--- config.mk ---
export PLATFORM = sky130hd
export DESIGN_NAME = accumulator_sequencer
export DESIGN_NICKNAME = d
export VERILOG_FILES = /design/src/rtl/accumulator_sequencer.sv
export SDC_FILE = /design/constraint.sdc
export NUM_CORES = 1
export LEC_CHECK = 0
export CORE_ASPECT_RATIO = 0.8
export CORE_MARGIN = 4
export CORE_UTILIZATION = 43
export CTS_CLUSTER_SIZE = 14
export DETAILED_ROUTE_END_ITERATION = 8
export HOLD_SLACK_MARGIN = 0.15
export PLACE_DENSITY_LB_ADDON = 0.1
export SLEW_MARGIN = 20
export SYNTH_ARGS = -nofsm -noshare
export SYNTH_HDL_FRONTEND = slang
export SYNTH_SLANG_ARGS = --single-unit
--- constraint.sdc ---
create_clock -name clk -period 1.8 [get_ports clk]
set_input_delay 0.18 -clock clk [delete_from_list [all_inputs] [get_ports clk]]
set_output_delay 0.18 -clock clk [all_outputs]
set_load 0.005 [all_outputs]
--- src/rtl/accumulator_sequencer.sv ---
// accumulator_sequencer
// Controller-side sequencer for the adder/accumulator datapath. It takes one
// command at a time over a valid/ready handshake, plays out the control word
// for that command over a fixed multi-cycle sequence, captures the ALU flags
// after arithmetic, and pulses done when each command retires.
// Every output is a flop, so nothing reaches an output combinationally from an
// input. Each output is loaded on the edge that enters the state it belongs to.

module accumulator_sequencer #(
  parameter int DATA_WIDTH   = 8,
  parameter int DRIVE_CYCLES = 1
) (
  input  logic                  clk,
  input  logic                  rst,
  input  logic                  cmd_valid,
  output logic                  cmd_ready,
  input  logic [2:0]            cmd_op,
  input  logic [DATA_WIDTH-1:0] cmd_data,
  output logic [DATA_WIDTH-1:0] data_out,
  output logic                  la_n,
  output logic                  lb_n,
  output logic                  ea,
  output logic                  eu,
  output logic                  sub,
  input  logic                  cf_in,
  input  logic                  zf_in,
  output logic                  cf,
  output logic                  zf,
  output logic                  done,
  output logic                  err,
  output logic [DATA_WIDTH-1:0] op_count
);

  typedef enum logic [2:0] {
    IDLE  = 3'd0,
    DRIVE = 3'd1,
    EXEC  = 3'd2,
    FLAG  = 3'd3,
    DONE  = 3'd4
  } state_t;

  localparam logic [2:0] OP_NOP = 3'b000;
  localparam logic [2:0] OP_LDA = 3'b001;
  localparam logic [2:0] OP_LDB = 3'b010;
  localparam logic [2:0] OP_ADD = 3'b011;
  localparam logic [2:0] OP_SUB = 3'b100;
  localparam logic [2:0] OP_OUT = 3'b101;
  localparam logic [2:0] OP_CLR = 3'b110;
  localparam logic [2:0] OP_RSV = 3'b111;

  // The drive counter counts down from DRIVE_CYCLES-1 to zero; the legal
  // range of 1..4 hold cycles fits in two bits.
  localparam logic [1:0] DRIVE_LAST = 2'(DRIVE_CYCLES - 1);

  // Control word order used by exec_word: {la_n, lb_n, ea, eu, sub}.
  localparam logic [4:0] WORD_IDLE = 5'b11000;

  state_t     state;
  logic [2:0] op;
  logic [1:0] drive_cnt;

  // Control word asserted during the single EXEC cycle of each opcode.
  // Only one of la_n/lb_n is ever low, and ea/eu are never both high.
  function automatic logic [4:0] exec_word(input logic [2:0] opcode);
    logic [4:0] word;
    word = WORD_IDLE;
    case (opcode)
      OP_LDA:  word = 5'b01000;
      OP_CLR:  word = 5'b01000;
      OP_LDB:  word = 5'b10000;
      OP_ADD:  word = 5'b01010;
      OP_SUB:  word = 5'b01011;
      OP_OUT:  word = 5'b11100;
      default: word = WORD_IDLE;
    endcase
    return word;
  endfunction

  // Sequencer FSM: state, latched opcode, operand bus, control strobes,
  // flags, completion pulse and retire count all advance together here.
  always_ff @(posedge clk or posedge rst) begin
    if (rst) begin
      state     <= IDLE;
      op        <= OP_NOP;
      drive_cnt <= 2'd0;
      cmd_ready <= 1'b1;
      data_out  <= '0;
      la_n      <= 1'b1;
      lb_n      <= 1'b1;
      ea        <= 1'b0;
      eu        <= 1'b0;
      sub       <= 1'b0;
      cf        <= 1'b0;
      zf        <= 1'b0;
      done      <= 1'b0;
      err       <= 1'b0;
      op_count  <= '0;
    end else begin
      done                     <= 1'b0;
      err                      <= 1'b0;
      {la_n, lb_n, ea, eu, sub} <= WORD_IDLE;
      case (state)
        IDLE: begin
          if (cmd_valid) begin
            op        <= cmd_op;
            cmd_ready <= 1'b0;
            case (cmd_op)
              OP_LDA, OP_LDB: begin
                data_out  <= cmd_data;
                drive_cnt <= DRIVE_LAST;
                state     <= DRIVE;
              end
              OP_CLR: begin
                data_out  <= '0;
                drive_cnt <= DRIVE_LAST;
                state     <= DRIVE;
              end
              OP_ADD, OP_SUB, OP_OUT: begin
                {la_n, lb_n, ea, eu, sub} <= exec_word(cmd_op);
                state                     <= EXEC;
              end
              default: begin
                done     <= 1'b1;
                err      <= (cmd_op == OP_RSV);
                op_count <= op_count + DATA_WIDTH'(1);
                state    <= DONE;
              end
            endcase
          end
        end
        DRIVE: begin
          if (drive_cnt == 2'd0) begin
            {la_n, lb_n, ea, eu, sub} <= exec_word(op);
            state                     <= EXEC;
          end else begin
            drive_cnt <= drive_cnt - 2'd1;
          end
        end
        EXEC: begin
          if (op == OP_ADD || op == OP_SUB) begin
            sub   <= (op == OP_SUB);
            state <= FLAG;
          end else begin
            done     <= 1'b1;
            op_count <= op_count + DATA_WIDTH'(1);
            state    <= DONE;
          end
        end
        FLAG: begin
          cf       <= cf_in;
          zf       <= zf_in;
          done     <= 1'b1;
          op_count <= op_count + DATA_WIDTH'(1);
          state    <= DONE;
        end
        DONE: begin
          cmd_ready <= 1'b1;
          state     <= IDLE;
        end
        default: begin
          cmd_ready <= 1'b1;
          state     <= IDLE;
        end
      endcase
    end
  end

endmodule

# [After elaboration in Yosys (flattened, before gate mapping)]
# Index checks and enable logic that the tools add are counted.
[word_totals] register_bits=34 latchBits=0 mem_bits_rw=0 rom_bits=0 inputBits=16 out_inout_bits=26 word_cells=105 n_memories=0
[op_classes] n_addsub=2 multipliers=0 div_mod_pow=0 magnitude_cmp=0 eq_ne=22 n_shift=0 n_mux=46 n_bitwise=1 reduce_logical=19
[op_table] op="$pmux 5 s5" count=2
[op_table] op="$mux 8" count=3
[op_table] op="$pmux 8 s3" count=1
[op_table] op="$mux 1" count=23
[op_table] op="$eq 3x3->1 const B" count=7
[op_table] op="$eq 3x2->1 const B" count=6
[op_table] op="$pmux 8 s2" count=1
[op_table] op="$ne 2x2->1 const B" count=6
[op_table] op="$pmux 3 s4" count=1
[op_table] op="$pmux 1 s2" count=5
[op_table] op="$eq 3x1->1 const B" count=3
[op_table] op="$mux 3" count=3
[op_table] op="$reduce_or 3->1" count=3
[op_table] op="$add 8x1->8 const B" count=1
[op_table] op="$reduce_and 4->1" count=2
[op_table] op="$mux 2" count=3
[op_table] op="$pmux 1 s3" count=2
[op_table] op="$pmux 3 s2" count=1
[op_table] op="$reduce_and 2->1" count=3
[op_table] op="$reduce_or 2->1" count=3
[op_table] op="$reduce_or 6->1" count=1
[op_table] op="$pmux 2 s2" count=1
[op_table] op="$reduce_bool 2->1" count=2
[op_table] op="$logic_not 3->1" count=1
[op_table] op="other kinds (6)" count=6

# [Longest topological paths before layout]
[depth] word_depth=6 depth_mapped=6 mapped_depth_nobuf=6

# [Least setup slack after synthesis]
# Ideal clock, no wire load.
[synth_timing] path_type="register to register" start="reg op[0]" end="reg op_count[1]" setup_ns=0.125 arrival_ns=1.658 required_time_ns=1.675 slack_ns=0.017 path_stages_with_launch=6 path_buffers=1 period_less_slack_ns=1.783 cell_sequence="dfrtp_1 buf_6 and4bb_1 nor4b_2 or2_4 mux2_4"
[synth_between] elab_chain_cells=4 elab_cells_between_ends=5 cone_classes="3 x eq/ne; 2 x reduce/logical"
[synth_rtl] item="start: declaration" line_no="59" text="logic [2:0] op;"
[synth_rtl] item="start signal: assignment" line_no="105" text="op <= cmd_op;"
[synth_rtl] item="$eq 3x2->1 / $eq 3x3->1 (equally long branches)" line_no="140" text="if (op == OP_ADD || op == OP_SUB) begin"
[synth_rtl] item="$logic_or 1x1->1 *" line_no="140"
[synth_rtl] item="$ne 2x2->1 (no source line) *"
[synth_rtl] item="$reduce_and 4->1 (no source line) *"
[synth_rtl] item="end signal: assignment" line_no="125" text="op_count <= op_count + DATA_WIDTH'(1);"
[synth_rtl] item="end signal: assignment" line_no="145" text="op_count <= op_count + DATA_WIDTH'(1);"
[synth_rtl] item="end signal: assignment" line_no="153" text="op_count <= op_count + DATA_WIDTH'(1);"
[synth_rtl] item="end: declaration" line_no="31" text="output logic [DATA_WIDTH-1:0] op_count"
# Every way passes the cells marked *; elsewhere a longest branch is shown, timed or not.
# A chain may end at the register's enable or synchronous reset.

# [Worst setup path after layout]
[layout_timing] start="reg op[1]" end="reg lb_n"
[layout_between] elab_chain_cells=5 elab_cells_between_ends=10 cone_classes="6 x eq/ne; 3 x mux; 1 x reduce/logical"
[layout_rtl] item="$eq 3x3->1 / $eq 3x1->1 (equally long branches)" line_no="67" text="case (opcode)"
[layout_rtl] item="$reduce_or 2->1 (no source line)"
[layout_rtl] item="$pmux 5 s5 *" line_no="67"
[layout_rtl] item="$mux 1 *" line_no="132" text="if (drive_cnt == 2'd0) begin"
[layout_rtl] item="$pmux 1 s2 *" line_no="102" text="case (state)"
[layout_rtl] item="end signal: assignment" line_no="119" text="{la_n, lb_n, ea, eu, sub} <= exec_word(cmd_op);"
[layout_rtl] item="end signal: assignment" line_no="133" text="{la_n, lb_n, ea, eu, sub} <= exec_word(op);"
[layout_rtl] item="end: declaration" line_no="21" text="output logic lb_n,"
# Marks and branches as above.

==> flow_summary.toml <==
[pwr]
power.density_mw_per_mm2 = 1510
p_leak_uw = 0.00102
total_power_uw = 3590
vdd_drop_max_uv = 915

[layout]
final_common_cell = "clkdlybuf4s50_1"
layout-drive-gt1-share = 0.222
mostFrequentLayoutCells = "clkdlybuf4s50_1 (41), dfrtp_1 (30), nand2_1 (20), buf_4 (18), o21ai_0 (16)"
num_antenna_cells = 0
area_delta_synth_final_pct = 43.9
final_nets = 234
stdcell_count = 258

[synth]
synthesis.instances = 152
synth_top_flop_cell = "dfrtp_1"
ys_seq_area_frac = 0.517
async_flop_share = 1.00
ys_seq_elements = 34
ys_types = 46
synth_area_mm2 = 0.00165
synth_edf_count = 0
yosys_warnings = 0
syn_nets = 171
syn_area_per_cell_um2 = 10.9

[worst_hold_path]
worst_hold_path_type = "in -> reg"
min_from = "cmd_data[4]"

[floorplanning]
die_h_um = 63.5
row_count = 19
core_mm2 = 0.00357
start_util = 0.464
dieWidth_um = 77.3
io_pins = 42
die-area_mm2 = 0.00491

[timing]
setup_viol = 0
period_share = 0.973
hold_viol = 0
timing.hold.ws_ps = 434
worst_clock_skew_ps = 11.9
worst_pin_slew_ps = 460
drv_slew = 0
maxClockFrequency_ghz = 0.571
grt_setup_unrepaired = "yes"
slew_headroom = 0.693
fin_crit_ps = 1750

[cts]
insertion_delay_ps = 290
cts.sinks = 34
cts-buffers-inserted = 5
cts_htree_levels = 2
cts_tree = "done"
path_clk_slew_ps = 80
cts_root_buffer = "clkbuf_8"
cts_buffer_depth = 2

[grt]
grt_pass1_wl_mm = 6.68
antenna_found_initial = 0
grt_pass1_vias = 1411
grt_max_degree = 19
gr-total-overflow = 0
grt_usage = 0.171

[placed_design]
port_buffers = 41
dpl.hpwl_mm = 2.82
finalWeightedCongestion = 0.861
place_inst = 248

[route]
num_vias = 1359
drt-total-wl_mm = 3.83
dr.pass1.iters = 4
dr_wl_met2_mm = 1.81
routedWlPerCell_um = 14.8
antenna_left = 0
via_per_inst = 5.27
top_layer = "met4"
met3_wirelength_um = 215
met1_length_mm = 1.75
drc = 0
drt_iter0_drc = 135

[status]
status = "finished clean"

[critical_path]
slowest_stage = "or4_1"
max_stage_delay_ps = 520
critPathCaptureType = "register"
cp-start-kind = "register"
crit_start = "op[1]"
cp.required_ps = 2010
path_cells = "inv_1 > ha_1 > or4_1 > or3_1"
worstPathMaxFanout = 3
r2r_start = "op[1]"
critPathArrivalTime_ps = 1960
critPathKind = "reg -> reg"

[flow_run]
drv_cap = 0
layout make-up:
cell class / instances / area (um^2)
Clock buffer: 7 / 86.3
Clock inverter: 1 / 30.0
Fill cell: 283 / 1190
Inverter: 6 / 22.5
Multi-Input combinational cell: 106 / 754
Sequential cell: 34 / 856
Tap cell: 42 / 52.6
Timing Repair Buffer: 62 / 578
what timing repair did:
action | in CTS | in global routing
hold endpoints to repair | 4 | 0
buffers inserted | 0 | 1
hold buffers | 1 | 0
setup endpoints to repair | 0 | 6
gates resized for setup | 0 | 8
synthesized netlist by cell type (2+ instances only):
cell | number | area, um^2
nor4b_2 | 2 | 30.0
clkbuf_1 | 2 | 7.51
dfstp_2 | 3 | 78.8
nand2_1 | 20 | 75.1
ha_1 | 3 | 37.5
o2111ai_1 | 4 | 35.0
and4_1 | 2 | 17.5
o21ai_0 | 16 | 80.1
o211ai_1 | 2 | 15.0
nand3_1 | 6 | 30.0
nand3b_1 | 2 | 15.0
dfrtp_1 | 31 | 776
inv_1 | 6 | 22.5
mux2_2 | 6 | 67.6
xnor2_1 | 6 | 52.6
a21oi_1 | 3 | 15.0
nor2_1 | 4 | 15.0
nor3b_1 | 2 | 15.0
or4_1 | 2 | 15.0
buf_4 | 2 | 15.0
nor2b_1 | 3 | 18.8
report_power, final:
group,switching [uW],internal [uW],leakage (uW)
Clock,280,451,0.0000585
Combinational,632,924,0.000539
Sequential,239,1060,0.000426
Total,1150,2440,0.00102
path summary, 6_finish.rpt:
kind / end / slack, ps / cells after the start
setup / recovery: lb_n / 50 / 4
hold / removal: data_out[4] / 430 / 3
setup reg to reg: lb_n / 50 / 4
hold reg to reg: op_count[7] / 470 / 1
max in group asynchronous: op[0] / 560 / 4
min in group asynchronous: drive_cnt[1] / 700 / 3
flip-flops by register name, summed over array words and instances, names as in the netlist:
name	cells
ea	1
lb_n	1
op	3
done	1
zf	1
state	3
la_n	1
drive_cnt	2
cf	1
data_out	8
sub	1
eu	1
cmd_ready	1
op_count	8
err	1
metal layers:
layer / vias to the layer above / track usage
li1: 669 / -
met4: 0 / 0.0667
met3: 7 / 0.0513
met1: 649 / 0.222
met5: - / 0
met2: 34 / 0.267
through the flow:
step	instance area [um^2]	setup slack (ps)	util	setup TNS (ps)
6_report	2380	48.8	0.667	0
5_1_grt	2380	3.17	0.667	0
4_1_cts	2340	15.5	0.656	0
3_5_place_dp	2210	-115	0.620	-626
3_3_place_gp	2210	-98.6	0.620	-561
2_1_floorplan	1650	16.5	-	0
cell families (layout without fill, tap and decap cells):
group | after synthesis | in the layout | synth area share
buffers and inverters | 12 | 76 | 0.0424
DFF | 34 | 34 | 0.517
AOI/OAI and AO/OA | 35 | 35 | 0.140
xor gates and xnor gates | 7 | 7 | 0.0371
and+or+nand+nor | 53 | 53 | 0.185
muxes | 8 | 8 | 0.0560
adders and majority gates | 3 | 3 | 0.0227
worst max-delay path, delay by kind of cell (launching register included):
family	cells	cell delay (ps)
AND/OR/NAND/NOR	2	890
flip-flops	1	390
adder cells (fa/ha/maj)	1	320
buffers and inverters	1	80
Power figures use the tool's default switching activity.
